===== src/rtl/multicycle_ctrl_if.sv =====
// ---------------------------------------------------------------------------
// multicycle_ctrl_if
// Datapath control bundle between the multicycle control unit (master) and
// the MIPS-subset datapath (slave).
//   Instruction : instruction word from instruction memory (datapath -> ctrl)
//   RegWr, RegDst, ExtOp, ALUsrc, ALUctr[2:0], MemWr, MemtoReg,
//   Branch, Jump, PCWr, IRWr : datapath controls (ctrl -> datapath)
//   state[2:0], halted, retired[RET_W-1:0] : status (ctrl -> datapath)
// ---------------------------------------------------------------------------
interface multicycle_ctrl_if #(
    parameter int RET_W = 32
);
    logic [31:0]      Instruction;
    logic             RegWr;
    logic             RegDst;
    logic             ExtOp;
    logic             ALUsrc;
    logic [2:0]       ALUctr;
    logic             MemWr;
    logic             MemtoReg;
    logic             Branch;
    logic             Jump;
    logic             PCWr;
    logic             IRWr;
    logic [2:0]       state;
    logic             halted;
    logic [RET_W-1:0] retired;

    modport master (
        input  Instruction,
        output RegWr, RegDst, ExtOp, ALUsrc, ALUctr, MemWr, MemtoReg,
               Branch, Jump, PCWr, IRWr, state, halted, retired
    );

    modport slave (
        output Instruction,
        input  RegWr, RegDst, ExtOp, ALUsrc, ALUctr, MemWr, MemtoReg,
               Branch, Jump, PCWr, IRWr, state, halted, retired
    );
endinterface


===== src/rtl/multicycle_ctrl.sv =====
// ---------------------------------------------------------------------------
// multicycle_ctrl
// Multicycle control unit for the MIPS-subset datapath. Each instruction is
// walked through FETCH/DECODE/EXEC/MEM/WB; every write strobe fires for
// exactly one cycle per instruction. Also counts retired instructions and
// halts on an illegal opcode (or treats it as a NOP).
// Ports:
//   clk    : clock, rising edge
//   reset  : asynchronous active-high reset
//   bus    : multicycle_ctrl_if.master (Instruction in; controls/status out)
// ---------------------------------------------------------------------------
module multicycle_ctrl #(
    parameter int RET_W           = 32,
    parameter bit HALT_ON_ILLEGAL = 1'b1
) (
    input  logic                 clk,
    input  logic                 reset,
    multicycle_ctrl_if.master    bus
);

    typedef enum logic [2:0] {
        FETCH  = 3'd0,
        DECODE = 3'd1,
        EXEC   = 3'd2,
        MEM    = 3'd3,
        WB     = 3'd4,
        HALT   = 3'd7
    } state_t;

    localparam logic [5:0] OP_R     = 6'b000000;
    localparam logic [5:0] OP_ORI   = 6'b001101;
    localparam logic [5:0] OP_ADDIU = 6'b001001;
    localparam logic [5:0] OP_LW    = 6'b100011;
    localparam logic [5:0] OP_SW    = 6'b101011;
    localparam logic [5:0] OP_BEQ   = 6'b000100;
    localparam logic [5:0] OP_J     = 6'b000010;

    typedef struct packed {
        logic       reg_wr;
        logic       reg_dst;
        logic       ext_op;
        logic       alu_src;
        logic [2:0] alu_ctr;
        logic       mem_wr;
        logic       mem_to_reg;
        logic       branch;
        logic       jump;
        logic       pc_wr;
        logic       ir_wr;
        logic       halted;
    } ctrl_t;

    state_t           state_q, state_n;
    logic [5:0]       op_q, op_n, funct_q, funct_n;
    ctrl_t            ctrl_q, ctrl_n;
    logic [RET_W-1:0] retired_q;

    // Only opcode and funct fields matter to control.
    logic unused_instr_bits;
    assign unused_instr_bits = ^bus.Instruction[25:6];

    function automatic logic is_legal(input logic [5:0] op, input logic [5:0] funct);
        logic ok;
        ok = 1'b0;
        case (op)
            OP_R: begin
                case (funct)
                    6'b100000, 6'b100001, 6'b100010, 6'b100011,
                    6'b100100, 6'b100101, 6'b101010, 6'b101011: ok = 1'b1;
                    default: ok = 1'b0;
                endcase
            end
            OP_ORI, OP_ADDIU, OP_LW, OP_SW, OP_BEQ, OP_J: ok = 1'b1;
            default: ok = 1'b0;
        endcase
        return ok;
    endfunction

    function automatic logic [2:0] alu_op(input logic [5:0] op, input logic [5:0] funct);
        logic [2:0] a;
        a = 3'b000;
        case (op)
            OP_R: begin
                case (funct)
                    6'b100000: a = 3'b100;  // add
                    6'b100001: a = 3'b000;  // addu
                    6'b100010: a = 3'b101;  // sub
                    6'b100011: a = 3'b001;  // subu
                    6'b100100: a = 3'b011;  // and
                    6'b100101: a = 3'b010;  // or
                    6'b101010: a = 3'b111;  // slt
                    6'b101011: a = 3'b110;  // sltu
                    default:   a = 3'b000;
                endcase
            end
            OP_ORI:  a = 3'b010;
            OP_BEQ:  a = 3'b001;
            default: a = 3'b000;
        endcase
        return a;
    endfunction

    // Next state and the op/funct latch. FETCH only advances once IRWr is
    // actually visible, so the first cycle after reset shows no strobes.
    always_comb begin
        state_n = state_q;
        op_n    = op_q;
        funct_n = funct_q;
        case (state_q)
            FETCH: begin
                if (ctrl_q.ir_wr) begin
                    op_n    = bus.Instruction[31:26];
                    funct_n = bus.Instruction[5:0];
                    state_n = DECODE;
                end
            end
            DECODE: begin
                if (!is_legal(op_q, funct_q))
                    state_n = HALT_ON_ILLEGAL ? HALT : FETCH;
                else if (op_q == OP_J)
                    state_n = FETCH;
                else
                    state_n = EXEC;
            end
            EXEC: begin
                if (op_q == OP_BEQ)
                    state_n = FETCH;
                else if (op_q == OP_LW || op_q == OP_SW)
                    state_n = MEM;
                else
                    state_n = WB;
            end
            MEM:     state_n = (op_q == OP_SW) ? FETCH : WB;
            WB:      state_n = FETCH;
            HALT:    state_n = HALT;
            default: state_n = FETCH;
        endcase
    end

    // Outputs are decoded from the next state so they can be registered and
    // line up with the state they belong to.
    always_comb begin
        ctrl_n = '0;
        case (state_n)
            FETCH: ctrl_n.ir_wr = 1'b1;
            DECODE: begin
                if (!is_legal(op_n, funct_n)) begin
                    ctrl_n.pc_wr = !HALT_ON_ILLEGAL;
                end else if (op_n == OP_J) begin
                    ctrl_n.jump  = 1'b1;
                    ctrl_n.pc_wr = 1'b1;
                end
            end
            EXEC, MEM, WB: begin
                // Mux/ALU controls are held across EXEC, MEM and WB.
                ctrl_n.reg_dst = (op_n == OP_R);
                ctrl_n.ext_op  = (op_n == OP_ADDIU) || (op_n == OP_LW) || (op_n == OP_SW);
                ctrl_n.alu_src = (op_n == OP_ORI) || ctrl_n.ext_op;
                ctrl_n.alu_ctr = alu_op(op_n, funct_n);
                if (state_n == EXEC && op_n == OP_BEQ) begin
                    ctrl_n.branch = 1'b1;
                    ctrl_n.pc_wr  = 1'b1;
                end
                if (state_n == MEM) begin
                    ctrl_n.mem_wr     = (op_n == OP_SW);
                    ctrl_n.pc_wr      = (op_n == OP_SW);
                    ctrl_n.mem_to_reg = (op_n == OP_LW);
                end
                if (state_n == WB) begin
                    ctrl_n.reg_wr     = 1'b1;
                    ctrl_n.pc_wr      = 1'b1;
                    ctrl_n.mem_to_reg = (op_n == OP_LW);
                end
            end
            HALT:    ctrl_n.halted = 1'b1;
            default: ctrl_n = '0;
        endcase
    end

    always_ff @(posedge clk or posedge reset) begin
        if (reset) begin
            state_q   <= FETCH;
            op_q      <= '0;
            funct_q   <= '0;
            ctrl_q    <= '0;
            retired_q <= '0;
        end else begin
            state_q   <= state_n;
            op_q      <= op_n;
            funct_q   <= funct_n;
            ctrl_q    <= ctrl_n;
            // A commit counts once its PCWr cycle completes.
            retired_q <= retired_q + RET_W'(ctrl_q.pc_wr);
        end
    end

    assign bus.RegWr    = ctrl_q.reg_wr;
    assign bus.RegDst   = ctrl_q.reg_dst;
    assign bus.ExtOp    = ctrl_q.ext_op;
    assign bus.ALUsrc   = ctrl_q.alu_src;
    assign bus.ALUctr   = ctrl_q.alu_ctr;
    assign bus.MemWr    = ctrl_q.mem_wr;
    assign bus.MemtoReg = ctrl_q.mem_to_reg;
    assign bus.Branch   = ctrl_q.branch;
    assign bus.Jump     = ctrl_q.jump;
    assign bus.PCWr     = ctrl_q.pc_wr;
    assign bus.IRWr     = ctrl_q.ir_wr;
    assign bus.state    = state_q;
    assign bus.halted   = ctrl_q.halted;
    assign bus.retired  = retired_q;

endmodule


===== src/flat_wrapper.sv =====
// flat-port wrapper written by rule: the top's interface ports become plain ports
module multicycle_ctrl_flat 
#(
    parameter int RET_W           = 32,
    parameter bit HALT_ON_ILLEGAL = 1'b1
)
  (clk, reset, bus_Instruction, bus_RegWr, bus_RegDst, bus_ExtOp, bus_ALUsrc, bus_ALUctr, bus_MemWr, bus_MemtoReg, bus_Branch, bus_Jump, bus_PCWr, bus_IRWr, bus_state, bus_halted, bus_retired);
  multicycle_ctrl_if #(.RET_W(RET_W)) bus_i ();
  input  logic clk;
  input  logic reset;
  input wire logic [$bits(bus_i.Instruction)-1:0] bus_Instruction;
  output wire logic [$bits(bus_i.RegWr)-1:0] bus_RegWr;
  output wire logic [$bits(bus_i.RegDst)-1:0] bus_RegDst;
  output wire logic [$bits(bus_i.ExtOp)-1:0] bus_ExtOp;
  output wire logic [$bits(bus_i.ALUsrc)-1:0] bus_ALUsrc;
  output wire logic [$bits(bus_i.ALUctr)-1:0] bus_ALUctr;
  output wire logic [$bits(bus_i.MemWr)-1:0] bus_MemWr;
  output wire logic [$bits(bus_i.MemtoReg)-1:0] bus_MemtoReg;
  output wire logic [$bits(bus_i.Branch)-1:0] bus_Branch;
  output wire logic [$bits(bus_i.Jump)-1:0] bus_Jump;
  output wire logic [$bits(bus_i.PCWr)-1:0] bus_PCWr;
  output wire logic [$bits(bus_i.IRWr)-1:0] bus_IRWr;
  output wire logic [$bits(bus_i.state)-1:0] bus_state;
  output wire logic [$bits(bus_i.halted)-1:0] bus_halted;
  output wire logic [$bits(bus_i.retired)-1:0] bus_retired;
  assign bus_i.Instruction = bus_Instruction;
  assign bus_RegWr = bus_i.RegWr;
  assign bus_RegDst = bus_i.RegDst;
  assign bus_ExtOp = bus_i.ExtOp;
  assign bus_ALUsrc = bus_i.ALUsrc;
  assign bus_ALUctr = bus_i.ALUctr;
  assign bus_MemWr = bus_i.MemWr;
  assign bus_MemtoReg = bus_i.MemtoReg;
  assign bus_Branch = bus_i.Branch;
  assign bus_Jump = bus_i.Jump;
  assign bus_PCWr = bus_i.PCWr;
  assign bus_IRWr = bus_i.IRWr;
  assign bus_state = bus_i.state;
  assign bus_halted = bus_i.halted;
  assign bus_retired = bus_i.retired;
  multicycle_ctrl #(.RET_W(RET_W), .HALT_ON_ILLEGAL(HALT_ON_ILLEGAL)) u_core (.clk(clk), .reset(reset), .bus(bus_i));
endmodule

===== config.mk =====
export PLATFORM = sky130hd
export DESIGN_NAME = multicycle_ctrl_flat
export DESIGN_NICKNAME = d
export VERILOG_FILES = /design/src/rtl/multicycle_ctrl_if.sv /design/src/rtl/multicycle_ctrl.sv /design/src/flat_wrapper.sv
export SDC_FILE = /design/constraint.sdc
export NUM_CORES = 1
export LEC_CHECK = 0
export ABC_CLOCK_PERIOD_IN_PS = 2600
export CORE_ASPECT_RATIO = 0.6
export CORE_UTILIZATION = 25
export CTS_CLUSTER_SIZE = 25
export DETAILED_ROUTE_END_ITERATION = 16
export HOLD_SLACK_MARGIN = 0.03
export PLACE_DENSITY = 0.5
export SYNTH_ARGS = -nofsm -noshare
export SYNTH_HDL_FRONTEND = slang
export SYNTH_SLANG_ARGS = --single-unit

===== constraint.sdc =====
create_clock -name clk -period 2.6 [get_ports clk]
set_input_delay 0.39 -clock clk [delete_from_list [all_inputs] [get_ports clk]]
set_output_delay 0.39 -clock clk [all_outputs]
set_load 0.02 [all_outputs]

==> qor.json <==
{
  "result_of_the_run": "finished, final reports clean",
  "grt_pass1_vias": 2191,
  "synthesis.area_mm2": 0.00286,
  "n_antenna_cell": 0,
  "number_of_synthesized_flops_with_an_enable_pin": 0,
  "dp.final_hpwl_mm": 5.12,
  "final_slew_violations": 0,
  "worst_slew_pin_slew_ns": 0.606,
  "reg2reg_to": "u_core.bus.ALUctr[2]",
  "rr_startpoint": "u_core.bus.state[0]",
  "netlist.top_cell.by_area": "sky130_fd_sc_hd__dfrtp_1",
  "rr_worst_depth": 4,
  "timing.hold.ws_ns": 0.449,
  "most_common_cell_after_layout_fill_and_taps_aside": "sky130_fd_sc_hd__clkdlybuf4s50_1",
  "syn2layout_area_growth_pct": 39.7,
  "first_pass_grt_wire_length_mm": 11.6,
  "ys_warn_count": 0,
  "power_leakage_nw": 1.72,
  "crit_fanout": 17,
  "worst_ep_required_time_ns": 2.75,
  "fp.dieH_um": 84.8,
  "initial_core_util_pct": 26.3,
  "total_core_area_mm2": 0.0108,
  "critical_path.endpoint_type": "flip-flop",
  "cp.arrival_ns": 2.41,
  "average_wire_length_per_cell_after_detail_routing_um": 14.5,
  "timing.critical_path.max_delay_family": "simple AND/OR/NAND/NOR gates",
  "first_iter_violations": 177,
  "clock_latency_ns": 0.32,
  "netlist_instances": 272,
  "startpoint_type": "flip-flop",
  "fin_tns_setup_ns": 0,
  "gr-usage-all-layers_pct": 12.8,
  "report.final.setup_viol": 0,
  "final-hold-violation-count": 0,
  "worst-path-buf-inv": 0,
  "postRouteWirelength_mm": 7.06,
  "cpPeakStageDelay_ns": 0.69,
  "ys_ff_latch": 61,
  "crit_slowest_cell": "sky130_fd_sc_hd__or4b_4",
  "synth.area.top_cells": "sky130_fd_sc_hd__dfrtp_1 (53%), sky130_fd_sc_hd__xnor2_1 (7.0%), sky130_fd_sc_hd__nand2_1 (5.8%)",
  "synthDominantCellAreaShare_pct": 53.4,
  "number_of_antenna_violations_at_the_first_check_in_global_routing": 0,
  "ioPinCount": 83,
  "die_area_mm2": 0.0119,
  "final_instance_count_without_filler_cells": 488,
  "numPortBuffers": 62,
  "tritoncts.num_buffers": 9,
  "cts.hold.buffers_added": 0,
  "clock_tree.buffer_depth": 2,
  "root_buffer": "sky130_fd_sc_hd__clkbuf_16",
  "timing.clock.skew_ns": 0.00517,
  "crit_chain": "or4b_4, nor4_4, o2111ai_2, a2111oi_0",
  "postRouteAntennaNets": 0,
  "timing.hold.worst.class": "in2async",
  "irDropWorstVdd_mv": 0.660,
  "vias": 2319,
  "placed_cell_count": 472,
  "drt-pass1-iter-count": 4,
  "route.detailed.vias_per_inst": 4.75,
  "postSynthAreaPerCell_um2": 10.5,
  "period_minus_slack_ns": 2.26,
  "drcViolationCount": 0,
  "maxSlewHeadroom_pct": 59.2,
  "clock_tree.htree_level_count": 3,
  "gr-total-overflow": 0,
  "synth-seq-area-share_pct": 53.4,
  "grt_start_max_net_pins": 62,
  "worst-setup-path-type": "reg2reg",
  "layout-drive-gt1-share_pct": 8.88,
  "reg2reg_slack_ns": 0.34,
  "synth_top_flop_cell": "sky130_fd_sc_hd__dfrtp_1",
  "rows": 29,
  "critPathLaunch": "u_core.bus.state[0]",
  "rsz0062_at_grt": "false",
  "cts.repair_timing.setup_buffer_count": 0,
  "power_density_mw_per_mm2": 969,
  "fmax_mhz": 442,
  "finalInstanceArea_mm2": 0.00399,
  "ys_async_sr_fraction_pct": 100,
  "post_cts.resized_instances": 0,
  "final_core_utilization_pct": 36.8,
  "chipWidth_um": 140,
  "maxcap_viol_count": 0,
  "synth.distinct_cells": 50,
  "gpl.final_weighted_congestion": 0.797,
  "postSynthNetCount": 308,
  "cts_num_sinks": 61,
  "cts.reportedPaths.clkPinSlew_ns": 0.05,
  "cts_tree": "yes",
  "final_cell_mix": "sky130_fd_sc_hd__clkdlybuf4s50_1 (62), sky130_fd_sc_hd__dfrtp_1 (61), sky130_fd_sc_hd__nand2_1 (44)",
  "dpl-instance-area_mm2": 0.00366,
  "period_share_pct": 87.0,
  "nets": 380
}
## kinds of logic after synthesis
family                   after synthesis  synth area share (%)
AND/OR/NAND/NOR                      128                  24.3
adder cells (fa/ha/maj)                2                 0.876
AO/OA/AOI/OAI                         31                  7.79
buffers and inverters                 16                  2.89
multiplexers                           4                  1.49
XOR/XNOR                              30                  9.19
flip-flops                            61                  53.4
## worst min-delay path, cell delays in order
cell and delay (ns):
sky130_fd_sc_hd__clkdlybuf4s50_1 0.41, sky130_fd_sc_hd__inv_2 0.07, sky130_fd_sc_hd__buf_12 0.30
## cell usage after synthesis (all sizes together) (2+ instances only)
master and instances:
xnor2 23, nor3b 2, o21ai 5, mux2 2, a21o 2, buf 6
nand2b 2, nand2 44, inv 8, mux2i 2, nor4b 3, nand3 14
nor4 3, xor2 7, and2 5, dfrtp 61, a211o 2, a21oi 9
a2111oi 2, nand4 10, and3 7, ha 2, and4 4, o221ai 2
nor3 10, nor2 15, clkbuf 2
## power by group
group          leakage [nW]  internal (mW)  switching (mW)
combinational         0.741          0.519           0.686
sequential            0.815           1.14           0.218
clock                 0.163          0.888           0.414
total                  1.72           2.55            1.32
## cell type report
class | count | area (um^2)
clock buffer | 12 | 256
clock inverter | 4 | 70.1
fill | 1064 | 6860
inverter | 8 | 30.0
multi-input combinational | 195 | 1250
sequential | 61 | 1530
tap | 139 | 174
timing repair buffer | 69 | 686
## worst max path at each step
| stage | endpoint | slack [ns] | depth (start not counted) |
|---|---|---|---|
| 6_report | u_core.bus.ALUctr[2] | 0.34 | 4 |
| 3_5_place_dp | u_core.bus.ALUctr[2] | 0.06 | 5 |
| 2_1_floorplan | u_core.bus.ALUctr[1] | 0.52 | 7 |
| 5_1_grt | u_core.bus.ALUctr[2] | 0.24 | 4 |
| 4_1_cts | u_core.bus.ALUctr[2] | 0.32 | 4 |
| 3_3_place_gp | u_core.bus.ALUctr[2] | 0.11 | 5 |
## metrics by stage
stage	power, mW	worst slack, ns
6_report	3.87	0.339
5_1_grt	4.11	0.239
4_1_cts	3.90	0.322
3_5_place_dp	2.56	0.0632
3_3_place_gp	2.57	0.106
2_1_floorplan	2.11	0.517
## metal layers
layer,vias up,share of wire (%),GRT usage [%]
met5,-,0,0
met4,0,0.89,3.90
met3,7,7.3,4.91
met2,78,38,16.4
met1,1123,54,19.2
li1,1111,-,-
## sequential cells by signal (all words and copies together) (netlist names)
name	flops
u_core.bus.IRWr	1
u_core.bus.state	3
u_core.bus.MemWr	1
u_core.funct_q	6
u_core.bus.RegWr	1
u_core.bus.PCWr	1
u_core.bus.ExtOp	1
u_core.bus.halted	1
u_core.bus.Branch	1
u_core.bus.RegDst	1
u_core.bus.ALUctr	3
u_core.bus.ALUsrc	1
u_core.bus.Jump	1
u_core.bus.MemtoReg	1
u_core.op_q	6
u_core.bus.retired	32
(Power assumes the default switching activity.)
